===== src/rtl/cla_seq_ctrl.sv =====
// Two-requester add controller that time-shares one 4-bit carry-lookahead slice
// across NIBBLES slices per operation, with round-robin arbitration and a held result.

module cla4 (
    input  logic [3:0] a,
    input  logic [3:0] b,
    input  logic       ci,
    output logic [3:0] s,
    output logic       co
);
    logic [3:0] g, p;
    logic       c1, c2, c3;

    assign g = a & b;
    assign p = a | b;

    // Fully expanded lookahead so every carry is a flat function of g, p and ci.
    assign c1 = g[0] | (p[0] & ci);
    assign c2 = g[1] | (p[1] & g[0]) | (p[1] & p[0] & ci);
    assign c3 = g[2] | (p[2] & g[1]) | (p[2] & p[1] & g[0]) | (p[2] & p[1] & p[0] & ci);
    assign co = g[3] | (p[3] & g[2]) | (p[3] & p[2] & g[1]) | (p[3] & p[2] & p[1] & g[0])
              | (p[3] & p[2] & p[1] & p[0] & ci);
    assign s  = a ^ b ^ {c3, c2, c1, ci};
endmodule

module cla_seq_ctrl #(
    parameter int NIBBLES = 4
) (
    input  logic                 clk,
    input  logic                 rst_n,
    input  logic                 req0_valid,
    output logic                 req0_ready,
    input  logic [4*NIBBLES-1:0] req0_a,
    input  logic [4*NIBBLES-1:0] req0_b,
    input  logic                 req0_ci,
    input  logic                 req1_valid,
    output logic                 req1_ready,
    input  logic [4*NIBBLES-1:0] req1_a,
    input  logic [4*NIBBLES-1:0] req1_b,
    input  logic                 req1_ci,
    output logic                 rsp_valid,
    input  logic                 rsp_ready,
    output logic                 rsp_id,
    output logic [4*NIBBLES-1:0] rsp_sum,
    output logic                 rsp_co,
    output logic                 busy
);
    localparam int W  = 4 * NIBBLES;
    localparam int KW = (NIBBLES > 1) ? $clog2(NIBBLES) : 1;

    typedef enum logic [1:0] {IDLE, ADD, DONE} state_t;

    state_t         state, state_nx;
    logic [W-1:0]   a_q, b_q;
    logic           carry_q;
    logic [KW-1:0]  k_q;
    logic           last_q;
    logic           gnt, accept;
    logic [KW+1:0]  sh;
    logic [W-1:0]   a_sh, b_sh, nib_mask, nib_ins;
    logic [3:0]     slice_s;
    logic           slice_co;

    // gnt is the requester index that would win this cycle; ties go away from last_q.
    always_comb begin
        gnt = req1_valid;
        if (req0_valid && req1_valid) gnt = ~last_q;
    end

    assign req0_ready = (state == IDLE) && req0_valid && !gnt;
    assign req1_ready = (state == IDLE) && req1_valid && gnt;
    assign accept     = req0_ready | req1_ready;

    assign sh       = {k_q, 2'b00};
    assign a_sh     = a_q >> sh;
    assign b_sh     = b_q >> sh;
    assign nib_mask = W'(4'hF) << sh;
    assign nib_ins  = W'(slice_s) << sh;

    cla4 u_slice (
        .a  (a_sh[3:0]),
        .b  (b_sh[3:0]),
        .ci (carry_q),
        .s  (slice_s),
        .co (slice_co)
    );

    always_comb begin
        state_nx = state;
        case (state)
            IDLE:    if (accept) state_nx = ADD;
            ADD:     if (k_q == KW'(NIBBLES - 1)) state_nx = DONE;
            DONE:    if (rsp_ready) state_nx = IDLE;
            default: state_nx = IDLE;
        endcase
    end

    always_ff @(posedge clk or negedge rst_n) begin
        if (!rst_n) begin
            state   <= IDLE;
            a_q     <= '0;
            b_q     <= '0;
            carry_q <= 1'b0;
            k_q     <= '0;
            last_q  <= 1'b1;
            rsp_id  <= 1'b0;
            rsp_sum <= '0;
        end else begin
            state <= state_nx;
            case (state)
                IDLE: if (accept) begin
                    a_q     <= gnt ? req1_a  : req0_a;
                    b_q     <= gnt ? req1_b  : req0_b;
                    carry_q <= gnt ? req1_ci : req0_ci;
                    rsp_id  <= gnt;
                    k_q     <= '0;
                end
                ADD: begin
                    rsp_sum <= (rsp_sum & ~nib_mask) | nib_ins;
                    carry_q <= slice_co;
                    k_q     <= k_q + 1'b1;
                end
                DONE: if (rsp_ready) last_q <= rsp_id;
                default: ;
            endcase
        end
    end

    assign rsp_valid = (state == DONE);
    assign rsp_co    = carry_q;
    assign busy      = (state != IDLE);
endmodule


===== config.mk =====
export PLATFORM = sky130hd
export DESIGN_NAME = cla_seq_ctrl
export DESIGN_NICKNAME = d
export VERILOG_FILES = /design/src/rtl/cla_seq_ctrl.sv
export SDC_FILE = /design/constraint.sdc
export NUM_CORES = 1
export LEC_CHECK = 0
export CORE_ASPECT_RATIO = 2
export CORE_UTILIZATION = 47
export DETAILED_ROUTE_END_ITERATION = 8
export PLACE_DENSITY = 0.91
export SYNTH_ARGS = -nofsm -noshare
export SYNTH_HDL_FRONTEND = slang
export SYNTH_SLANG_ARGS = --single-unit

===== constraint.sdc =====
create_clock -name clk -period 2.6 [get_ports clk]
set_input_delay 0.65 -clock clk [delete_from_list [all_inputs] [get_ports clk]]
set_output_delay 0.65 -clock clk [all_outputs]
set_load 0.03 [all_outputs]

==> flow_summary.json <==
{
  "power.density_mw_per_mm2": 1314,
  "synth_top_family_by_area": "multiplexers",
  "netlist_area_sq_mm": 0.002915,
  "swShare_pct": 42.17,
  "gr-usage-all-layers_pct": 23.08,
  "setup_slack_ps": 143.3,
  "cts_root_buf": "clkbuf_16",
  "clk_path_buf_depth": 2,
  "ant_nets": 0,
  "grt_pass1_vias": 2499,
  "fin_skew_ps": 4.935,
  "cts_tree": "built",
  "synth_ff_type": "dfrtp_1",
  "fin_cells": 414,
  "grt_max_degree": 67,
  "avgRoutedWirePerCell_um": 16.26,
  "yosysSeqAreaShare_pct": 47.25,
  "final_hold_viol_count": 0,
  "pwr-share-clk_pct": 14.3,
  "combPwrFrac_pct": 55.8,
  "crit_path_top_delay_cell": "mux4_2",
  "p_seq_share_pct": 29.8,
  "detailed_place_hpwl_um": 5350,
  "syn_inst": 256,
  "min_period_ps": 2457,
  "synth.yosys.warnings": 0,
  "clkSinkCount": 55,
  "maxSlewHeadroom_pct": 56.26,
  "ys_ff_latch": 55,
  "synth_edf_count": 0,
  "placedCellCount": 406,
  "synth_compound_area_share_pct": 13.73,
  "synthArstFlopShare_pct": 100.0,
  "syn_nets": 340,
  "grt_pass1_wl_um": 11410,
  "gp_congestion": 0.8399,
  "path_max_fanout": 7,
  "start_util_pct": 48.54,
  "synthAdderAreaFrac_pct": 5.837,
  "post_cts_resized": 0,
  "whs_ps": 384.8,
  "fmax_mhz": 407.1,
  "fin_crit_sh_pct": 94.49,
  "synthMuxAreaShare_pct": 17.55,
  "hold_class": "in2async",
  "rsz0062_at_grt": "no",
  "die_x_um": 57.69,
  "drv_cap": 0,
  "drt_pass1_iterations": 6,
  "cp-start-kind": "register",
  "post_cts_buffers": 0,
  "portBuffers": 92,
  "clk_pin_slew_ps": 70,
  "p_leak_nw": 1.835,
  "endpoint_kind": "register",
  "rr_startpoint": "k_q[0]",
  "violations": "DRC",
  "die_height_um": 113.4,
  "synth-simple-area-share_pct": 10.13,
  "antenna_found_initial": 0,
  "intPower_mw": 3.106,
  "area_growth_pct": 40.17,
  "tns_ps": 0,
  "viasPerCell": 5.548,
  "fp-row-count": 40,
  "crit_family": "compound AO/OA/AOI/OAI gates",
  "routed_wl_um": 6731,
  "cp_num_buf_inv": 0,
  "syn_area_per_cell_sq_um": 11.39,
  "drc": 5,
  "post_route_cells_drive_above_1_share_pct": 11.97,
  "synth_xor_area_share_pct": 0.6009,
  "irDropWorstVdd_uv": 611.2,
  "worstPathCellList": "mux4_2 -> ha_1 -> nor2_1 -> a211oi_2 -> o21ai_0 -> a32o_1",
  "status": "complete, but fails checks",
  "vias": 2297,
  "crit_type": "reg2reg",
  "cp.arrival_ps": 2680,
  "drv_slew": 0,
  "cts_htree_levels": 2,
  "crit_path_max_incr_delay_ps": 610,
  "cts-hold-fix-buffers": 0,
  "first_iter_violations": 74,
  "die-area_sq_mm": 0.006541,
  "tightest_slew_ps": 656.1,
  "io_pins": 93,
  "core_sq_mm": 0.006006,
  "cp-startpoint": "k_q[0]",
  "antennaDiodeCount": 0,
  "fin_nets": 434,
  "clk_latency_ps": 290,
  "p_sw_mw": 2.265,
  "setup_viol": 0,
  "yosysUniqueCellTypes": 41,
  "nFillCells": 451,
  "dp_slack_ps": 133.4,
  "utilization_pct": 68.04,
  "grt_overflow": 0,
  "cts_made_buffers": 5,
  "required_ps": 2820
}
## cell usage in the layout, fill, tap and decap left out, types with 2 or more instances in the layout
| cell type | n |
|---|---|
| inv_1 | 10 |
| mux4_2 | 8 |
| o21ai_0 | 8 |
| nand2b_1 | 3 |
| o21ai_1 | 28 |
| ha_1 | 12 |
| clkbuf_16 | 5 |
| mux2i_1 | 32 |
| dfrtp_1 | 54 |
| buf_4 | 10 |
| nor3_4 | 2 |
| clkdlybuf4s50_1 | 89 |
| xor2_1 | 2 |
| nand2_1 | 39 |
| a21oi_1 | 2 |
| nor3_2 | 2 |
| nor2_1 | 3 |
| a32o_1 | 3 |
| a22o_1 | 12 |
## Yosys cell counts, drive strengths merged, types with 2 or more instances
cell type   n  area (sq um)
a32o        4         41.29
dfrtp      54          1351
nor2        4         22.52
xor2        2         17.52
clkbuf      2         7.510
nand2      39         146.4
inv        12         47.55
a22o       12         105.1
mux2i      32         320.3
ha         12         150.1
nand2b      3         18.77
a21oi       2         10.01
nor3        4         52.55
buf        12         87.58
mux4        8         180.2
o21ai      37         185.2
## power by group through the flow
stage	Combinational [mW]	Sequential, mW	Clock, mW
3_3_place_gp	2.85	1.59	0
3_5_place_dp	2.98	1.61	0
5_1_grt	3.26	1.66	0.806
4_1_cts	3.01	1.61	0.772
2_1_floorplan	1.85	1.75	0
6_report	3.00	1.60	0.770
## final cells by class
cell class              instances  area (sq um)  area share, %
inverters                      12         47.55          1.164
clock buffers                   6         138.9          3.399
well taps                      63         78.83          1.929
clock inverters                 2         35.03         0.8573
flip-flops and latches         55          1378          33.71
multi-input cells             175          1418          34.69
repair buffers                101         991.0          24.25
## state kept, by name, summed over array words and instances (netlist names)
signal	count
rsp_id	1
k_q	2
b_q	16
a_q	16
state	2
last_q	1
rsp_sum	16
rsp_co	1
## metal layers
layer | GRT usage, % | wire (um) | up-vias
met5 | 0 | 0 | -
met1 | 23.39 | 2266 | 1103
met4 | 14.13 | 345 | 0
met2 | 42.64 | 3947 | 75
li1 | - | - | 1093
met3 | 3.515 | 171 | 26
## worst paths after layout
| kind | end | slack, ps | depth (start not counted) |
|---|---|---|---|
| worst max-delay path | rsp_sum[3] | 140 | 6 |
| worst min-delay path | rsp_id | 380 | 1 |
| worst max register to register | rsp_sum[3] | 140 | 6 |
| worst min register to register | a_q[14] | 480 | 2 |
| max in group asynchronous | a_q[7] | 1590 | 2 |
| min in group clk | a_q[14] | 480 | 2 |
## per-stage QoR
stage                     power (mW)  cell area [sq um]
after floorplan                3.601               2915
after global placement         4.439               3913
after detailed placement       4.589               3913
after CTS                      5.392               4086
after global routing           5.726               4086
final                          5.371               4086
## kinds of logic after synthesis
logic type               Yosys count
adder cells (fa/ha/maj)           13
AND/OR/NAND/NOR                   57
multiplexers                      41
flip-flops                        55
buffers and inverters             26
AO/OA/AOI/OAI                     62
XOR/XNOR                           2
(Power assumes the default switching activity.)
